**src/rtl/jpeg_byte_streamer.sv**
```systemverilog
// jpeg_byte_streamer: buffers 32-bit encoder words in a small FIFO and
// re-emits them as a byte stream, flagging the last byte of each image and
// reporting frame size, overflow and address-sequence errors.
//
// Handshake (byte output): a byte transfers on a rising clk edge where
// out_valid & out_ready are both 1. Once out_valid is raised, out_data,
// out_valid and out_last stay constant until that transfer happens; out_valid
// never depends combinationally on out_ready. The word input has no
// backpressure: in_valid is a one-cycle strobe that is either stored or dropped.
//
// The word under serialization stays in the FIFO (at the read pointer) until
// its byte 3 is accepted, so the FIFO depth bounds all words held by the block.
module jpeg_byte_streamer #(
    parameter int DEPTH  = 16,
    parameter int ADDR_W = 16
) (
    input  logic              clk,
    input  logic              resetn,
    input  logic [31:0]       in_data,
    input  logic [ADDR_W-1:0] in_address,
    input  logic              in_valid,
    input  logic              in_image_valid,
    output logic [7:0]        out_data,
    output logic              out_valid,
    input  logic              out_ready,
    output logic              out_last,
    output logic [ADDR_W:0]   frame_bytes,
    output logic              frame_done,
    output logic              overflow,
    output logic              seq_error,
    output logic [1:0]        dbg_state
);

    localparam int PTR_W = $clog2(DEPTH);
    localparam int CNT_W = ADDR_W - 1;

    localparam logic [PTR_W:0] CNT_FULL = (PTR_W+1)'(DEPTH);
    localparam logic [PTR_W:0] CNT_ONE  = (PTR_W+1)'(1);
    localparam logic [PTR_W:0] CNT_TWO  = (PTR_W+1)'(2);

    typedef enum logic [1:0] {
        IDLE   = 2'd0,
        STREAM = 2'd1,
        DRAIN  = 2'd2,
        DONE   = 2'd3
    } state_t;

    state_t state;

    // Word FIFO storage and bookkeeping
    logic [31:0]      mem [DEPTH];
    logic [PTR_W-1:0] wr_ptr;
    logic [PTR_W-1:0] rd_ptr;
    logic [PTR_W:0]   count;
    logic [PTR_W:0]   unserved;
    logic             full;

    // Serializer state
    logic [31:0]      cur_word;
    logic [1:0]       byte_idx;
    logic             word_last;

    // Frame bookkeeping
    logic [ADDR_W-1:0] exp_addr;
    logic [CNT_W-1:0]  word_cnt;
    logic [CNT_W-1:0]  total_words;
    logic              img_prev;

    // Control strobes
    logic             img_rise;
    logic             accept;
    logic             finish;
    logic             load_ok;
    logic             load;
    logic             load_last;
    logic [PTR_W-1:0] load_idx;
    logic             push_req;
    logic             push;
    logic             pop;
    logic             drop;

    assign dbg_state = state;
    assign out_data  = cur_word[{byte_idx, 3'b000} +: 8];

    // Words behind the one currently being serialized
    assign unserved = count - {{PTR_W{1'b0}}, out_valid};
    assign full     = (count == CNT_FULL);
    assign img_rise = in_image_valid & ~img_prev;

    assign accept   = out_valid & out_ready;
    assign finish   = accept & (byte_idx == 2'd3);
    assign pop      = finish;

    // While streaming one word is always held back so the final word of the
    // image is only known once in_image_valid arrives.
    assign load_ok   = ((state == STREAM) && (unserved >= CNT_TWO)) ||
                       ((state == DRAIN)  && (unserved >= CNT_ONE));
    assign load      = load_ok & (~out_valid | finish);
    assign load_idx  = out_valid ? rd_ptr + 1'b1 : rd_ptr;
    assign load_last = (state == DRAIN) && (unserved == CNT_ONE);

    assign push_req = in_valid & (((state == IDLE) && (in_address == '0)) ||
                                  (state == STREAM));
    assign push     = push_req & (~full | pop);
    assign drop     = push_req & full & ~pop;

    // FIFO storage write (data array needs no reset)
    always_ff @(posedge clk) begin
        if (push) begin
            mem[wr_ptr] <= in_data;
        end
    end

    // FIFO pointers and occupancy
    always_ff @(posedge clk or negedge resetn) begin
        if (!resetn) begin
            wr_ptr <= '0;
            rd_ptr <= '0;
            count  <= '0;
        end else begin
            if (push) begin
                wr_ptr <= wr_ptr + 1'b1;
            end
            if (pop) begin
                rd_ptr <= rd_ptr + 1'b1;
            end
            case ({push, pop})
                2'b10:   count <= count + 1'b1;
                2'b01:   count <= count - 1'b1;
                default: count <= count;
            endcase
        end
    end

    // Byte serializer: loads a word, steps through its four bytes on accept
    always_ff @(posedge clk or negedge resetn) begin
        if (!resetn) begin
            cur_word  <= '0;
            byte_idx  <= 2'd0;
            word_last <= 1'b0;
            out_valid <= 1'b0;
            out_last  <= 1'b0;
        end else if (load) begin
            cur_word  <= mem[load_idx];
            byte_idx  <= 2'd0;
            word_last <= load_last;
            out_valid <= 1'b1;
            out_last  <= 1'b0;
        end else if (finish) begin
            byte_idx  <= 2'd0;
            out_valid <= 1'b0;
            out_last  <= 1'b0;
        end else if (accept) begin
            byte_idx  <= byte_idx + 1'b1;
            out_last  <= word_last & (byte_idx == 2'd2);
        end
    end

    // Frame control FSM with registered status outputs
    always_ff @(posedge clk or negedge resetn) begin
        if (!resetn) begin
            state       <= IDLE;
            img_prev    <= 1'b0;
            exp_addr    <= '0;
            word_cnt    <= '0;
            total_words <= '0;
            frame_bytes <= '0;
            frame_done  <= 1'b0;
            overflow    <= 1'b0;
            seq_error   <= 1'b0;
        end else begin
            img_prev   <= in_image_valid;
            frame_done <= 1'b0;
            case (state)
                IDLE: begin
                    if (in_valid) begin
                        if (in_address == '0) begin
                            overflow  <= 1'b0;
                            seq_error <= 1'b0;
                            exp_addr  <= ADDR_W'(4);
                            word_cnt  <= CNT_W'(1);
                            state     <= STREAM;
                        end else begin
                            seq_error <= 1'b1;
                        end
                    end else if (img_rise) begin
                        frame_bytes <= '0;
                        frame_done  <= 1'b1;
                    end
                end
                STREAM: begin
                    if (in_valid) begin
                        word_cnt <= word_cnt + 1'b1;
                        exp_addr <= in_address + ADDR_W'(4);
                        if (in_address != exp_addr) begin
                            seq_error <= 1'b1;
                        end
                    end
                    if (drop) begin
                        overflow <= 1'b1;
                    end
                    if (img_rise) begin
                        total_words <= word_cnt + {{(CNT_W-1){1'b0}}, in_valid};
                        state       <= DRAIN;
                    end
                end
                DRAIN: begin
                    if (in_valid) begin
                        seq_error <= 1'b1;
                    end
                    if ((finish && word_last) || (count == '0)) begin
                        frame_bytes <= {total_words, 2'b00};
                        frame_done  <= 1'b1;
                        state       <= DONE;
                    end
                end
                DONE: begin
                    state <= IDLE;
                end
                default: begin
                    state <= IDLE;
                end
            endcase
        end
    end

endmodule

```
**config.mk**
```make
export PLATFORM = sky130hd
export DESIGN_NAME = jpeg_byte_streamer
export DESIGN_NICKNAME = d
export VERILOG_FILES = /design/src/rtl/jpeg_byte_streamer.sv
export SDC_FILE = /design/constraint.sdc
export NUM_CORES = 1
export LEC_CHECK = 0
export ABC_CLOCK_PERIOD_IN_PS = 10380
export BUFFER_PORTS_ARGS = -buffer_cell sky130_fd_sc_hd__clkbuf_2
export CELL_PAD_IN_SITES_DETAIL_PLACEMENT = 1
export CELL_PAD_IN_SITES_GLOBAL_PLACEMENT = 2
export CORE_MARGIN = 3
export CORE_UTILIZATION = 35
export DETAILED_ROUTE_END_ITERATION = 8
export PLACE_DENSITY_LB_ADDON = 0.1
export SLEW_MARGIN = 20
export SYNTH_ARGS = -nofsm -noshare
export SYNTH_HDL_FRONTEND = slang
export SYNTH_SLANG_ARGS = --single-unit
```
**constraint.sdc**
```tcl
create_clock -name clk -period 10.38 [get_ports clk]
set_clock_uncertainty 0.15 [all_clocks]
set_input_delay 1.557 -clock clk [delete_from_list [all_inputs] [get_ports clk]]
set_output_delay 1.557 -clock clk [all_outputs]
set_load 0.005 [all_outputs]
```
# After elaboration in Yosys (flattened, before gate mapping)

Memory sizes are Yosys's and may differ from the RTL's. A register that Yosys moved wholly into a read port is not among the register bits.
Index checks and enable logic that the tools add are counted.

Memories kept: 1
Flip-flop bits (word level): 87
RAM bits: 512

Memory list:

| memory | depth | bits a word | read ports | clocked after memory_dff | wr ports | RTL line | text |
|---|---|---|---|---|---|---|---|
| mem    | 16    | 32          | 1          | 1                        | 1        | 51       | `logic [31:0] mem [DEPTH];` |

Reduce and logical (&&, ||, !) cells: 24
Order comparisons: 2
Shift-type cells: 1
Eq/ne operators: 20
Add/subtract/negate cells: 9
Mux-type cells: 43
Bitwise gates (word level): 15

Operators with widths:

| operator                                                                 | count |
|---|---|
| 17-bit 2-to-1 mux                                                        | 3 |
| 16-bit 2-to-1 mux                                                        | 3 |
| 15-bit 2-to-1 mux                                                        | 3 |
| 17-bit one-hot mux with 2 select lines                                   | 1 |
| 16-bit one-hot mux with 2 select lines                                   | 1 |
| 32-bit by 6-bit indexed part select with 8-bit output                    | 1 |
| 15-bit one-hot mux with 2 select lines                                   | 1 |
| 1-bit 2-to-1 mux                                                         | 18 |
| 16-bit by 3-bit adder with 16-bit output (second input constant)         | 1 |
| 16-bit zero test                                                         | 1 |
| 16-bit inequality test                                                   | 1 |
| 4-bit AND reduction                                                      | 4 |
| 15-bit by 1-bit adder with 15-bit output                                 | 1 |
| 15-bit by 1-bit adder with 15-bit output (second input constant)         | 1 |
| 2-bit 2-to-1 mux                                                         | 7 |
| 2-bit inequality test (second input constant)                            | 7 |
| 2-bit equality test (second input constant)                              | 5 |
| 5-bit one-hot mux with 2 select lines                                    | 1 |
| 1-bit bitwise AND                                                        | 9 |
| 4-bit by 1-bit adder with 4-bit output (second input constant)           | 2 |
| 2-bit one-hot mux with 4 select lines                                    | 1 |
| 2-bit nonzero test                                                       | 4 |
| 2-bit by 1-bit inequality test with 1-bit output (second input constant) | 3 |
| 3-bit nonzero test                                                       | 2 |
| other kinds (21)                                                         | 33 |

# Logic depth before layout (Yosys ltp)

Depth in word-level cells: 8
Gate-level depth with buffers: 12
Gate-level depth less buffers: 12

# Least setup slack after synthesis

Ideal clock, no wire load.

Path kind: input-to-reg
Start point: input port in_address[11]
End point: memory mem[3][0] (enable)
Setup time: 461 ps
Arrival time: 5,017 ps
Cell stages on the path: 8
Setup slack: 4,752 ps
Path buffers: 2
Cells stage by stage: buf_2 nor4_2 nand4_1 a21oi_2 and2_1 buf_4 nand2_1 nor3_1

Longest elaborated chain between the ends: 7

Ends and longest elaborated chain:

| element                                | RTL line | text |
|---|---|---|
| from (decl)                            | 20       | `input logic [ADDR_W-1:0] in_address,` |
| 16-bit zero test                       | 102      | `assign push_req = in_valid & (((state == IDLE) && (in_address == '0)) \|\|` |
| 1-bit logical AND                      | 102      |  |
| 1-bit logical OR                       | 102      |  |
| 1-bit bitwise AND                      | 102      |  |
| 1-bit bitwise AND                      | 104      | `assign push = push_req & (~full \| pop);` |
| 1-bit 2-to-1 mux                       | 109      | `if (push) begin` |
| 1-bit 2-to-1 mux (implied by the code) | 110      | `mem[wr_ptr] <= in_data;` |
| to (decl)                              | 51       |  |

Every way passes these cells.

# Final worst setup path

Start point: input port in_address[2]
End point: memory mem[3][31] (enable)

Same word-level chain as after synthesis.

==> qor.yml <==
setup_viol: 0
wl_met1_mm: 34.4
critPathSlowestCell: "nor3_2"
tritoncts: "yes"
synth-simple-area-share_pct: 15.4
synth_area_um2: 25900
synth_cells: 1990
fp.dieH_um: 278
leakage_nw: 10.6
grt_max_degree: 123
power_density_nw_per_um2: 323
grt_pass1_vias: 16773
drc: 0
r2r-start: "byte_idx[0]"
endpoint_kind: "register"
hold_class: "reg -> reg"
hold_violations: 0
top_layer_used: "met4"
p_int_w: 0.00569
holdPathStages: 2
critPathKind: "in -> reg"
ys_types: 58
p_comb_share_pct: 40.9
met3RoutedLength_mm: 2.44
muxShareOfSynthArea_pct: 4.08
clk_pin_slew_worst_paths_ns: 0.05
clock_sinks: 629
drv_slew: 0
vdd_drop_max_v: 0.000370
fill_cells: 7576
holdPathEnd: "total_words[7]"
initial_utilization_pct: 35.4
root_buffer: "clkbuf_16"
die_w_um: 278
dp_hpwl_mm: 44.8
synth_edf_count: 512
fin_cells: 3072
post_cts_buffers: 0
avgSynthCellArea_um2: 13.0
area_growth_pct: 15.3
ios: 85
switching_share_pct: 41.0
ff2ff_path_depth: 7
max_slew_margin_pct: 35.2
numPortBuffers: 82
finalSetupTns_ns: 0
timing.rr.end: "mem[3][31]"
htree_num_levels: 3
drive_gt1_share_pct: 14.2
cap_violations: 0
drtIter0Drc: 1140
final_common_cell: "nand2_1"
antenna_found_initial: 0
wl_met2_mm: 36.4
reg2reg_slack_ns: 5.98
ys_warn_count: 0
cts_made_buffers: 73
firstDrtPassIters: 5
ctsHoldBuffers: 0
finalCritPeriodShare_pct: 48.8
synth_top_family_by_area: "simple AND/OR/NAND/NOR gates"
netSwitchingPower_w: 0.00396
grt_usage_pct: 19.6
via_per_inst: 5.23
clk_path_buf_depth: 3
status: "complete, no violations"
critPathMaxStageDelay_ns: 0.63
clkPwrFrac_pct: 26.7
core_um2: 73100
synth_compound_area_share_pct: 4.38
cp-start-kind: "input pin"
synth_xor_area_share_pct: 2.02
n_antenna_cell: 0
routed_wl_mm: 75.0
ant_nets: 0
synth_ff_type: "edfxtp_1"
synth_seq_cells: 629
place.gp.congestion: 0.765
mostFrequentLayoutCells: "nand2_1, edfxtp_1, nand3_1, dfrtp_1, clkbuf_2"
rsz0062_at_grt: "false"
num_vias: 16069
yosysSeqAreaShare_pct: 70.7
clk_latency_ns: 0.61
holdCritStartpoint: "total_words[7]"
worst_pin_slew_ns: 0.973
pwr-share-seq_pct: 32.4
cts_resized: 0
layout_min_cycle_time_ns: 5.07
fin_nets: 2132
cp_data_arrival_time_ns: 5.14
grt_overflow: 0
max_freq_mhz: 197
async_flop_share_pct: 18.6
row_count: 99
crit_chain: "clkbuf_2, inv_1, ha_1, nor4b_2, nand4_1, a21oi_2, and2_1, nand2_1, nor3_2, buf_4"
cp.required_ns: 10.45
die-area_um2: 77300
place_inst: 2943
post_synth_fa_ha_maj_area_fraction_pct: 0.966
grt_pass1_wl_mm: 113
drt-wirelength-per-cell_um: 24.4
critical_path_peak_fanout: 24
## worst max-delay path by stage
| stage | from | to | slack, ns | cells past startpoint |
|---|---|---|---|---|
| after floorplan | in_address[11] | mem[3][0] | 4.75 | 8 |
| after global placement | in_address[2] | mem[3][28] | 4.69 | 10 |
| after detailed placement | in_address[2] | mem[3][28] | 4.65 | 10 |
| after CTS | in_address[2] | mem[3][31] | 5.30 | 10 |
| after global routing | in_address[2] | mem[3][31] | 5.09 | 10 |
| final | in_address[2] | mem[3][31] | 5.31 | 10 |
## stage by stage
| step | util (%) | instance area (µm²) | setup slack, ns | power, W | hold slack [ns] |
|---|---|---|---|---|---|
| CTS | 40.9 | 29900 | 5.30 | 0.00985 | 0.334 |
| floorplan | - | 25900 | 4.75 | 0.00569 | 0.301 |
| detailed placement | 37.6 | 27500 | 4.65 | 0.00723 | 0.322 |
| global placement | 37.4 | 27300 | 4.69 | 0.00719 | 0.316 |
| finish | 40.9 | 29900 | 5.31 | 0.00965 | 0.329 |
| global route | 40.9 | 29900 | 5.09 | 0.0103 | 0.355 |
## state kept, by name, summed over array words and instances, names as in the netlist
signal / cells
frame_done: 1
out_last: 1
frame_bytes: 15
dbg_state: 2
wr_ptr: 4
word_last: 1
total_words: 15
out_valid: 1
rd_ptr: 4
mem: 512
count: 5
byte_idx: 2
img_prev: 1
seq_error: 1
word_cnt: 15
cur_word: 32
exp_addr: 16
overflow: 1
## layer usage
| metal | vias up | track usage [%] |
|---|---|---|
| li1 | 7386 | - |
| met1 | 8335 | 26.7 |
| met2 | 253 | 32.7 |
| met4 | 0 | 4.91 |
| met3 | 95 | 3.15 |
| met5 | - | 0 |
## power groups by stage
stage,Clock (W),Sequential [W],Combinational [W]
after floorplan,0,0.00305,0.00264
after global placement,0,0.00317,0.00402
after detailed placement,0,0.00318,0.00406
after CTS,0.00265,0.00313,0.00407
after global routing,0.00275,0.00315,0.00438
final,0.00258,0.00313,0.00394
## cell type report
cell class	instances	area (µm²)	share of cell area, %
flip-flops and latches	629	18300	61.3
repair buffers	116	774	2.59
multi-input cells	1222	7130	23.9
clock inverters	28	332	1.11
clock buffers	101	2060	6.89
well taps	959	1200	4.02
inverters	17	63.8	0.214
## Yosys cell counts, types with 32 or more instances
master	n	area share (%)
a32oi_1	32	1.1
buf_2	57	1.1
clkbuf_1	53	0.77
dfrtp_1	117	11
edfxtp_1	512	59
mux2i_1	33	1.3
nand2_1	518	7.5
nand3_1	210	4.1
nand4_1	79	1.9
nor2_1	46	0.67
o21ai_0	33	0.64
o21ai_1	33	0.64
xnor2_1	44	1.5
## critical path: cells and delay by family
family	cells	cell delay, ns
and+or+nand+nor	5	2.18
buffers and inverters	3	0.80
adders and majority gates	1	0.13
AOI/OAI and AO/OA	1	0.42
## kinds of logic after synthesis
logic type | Yosys count
adder cells (fa/ha/maj) | 20
XOR/XNOR | 59
multiplexers | 80
AO/OA/AOI/OAI | 161
other | 1
flip-flops | 629
AND/OR/NAND/NOR | 900
buffers and inverters | 140
Power figures use the tool's default switching activity.
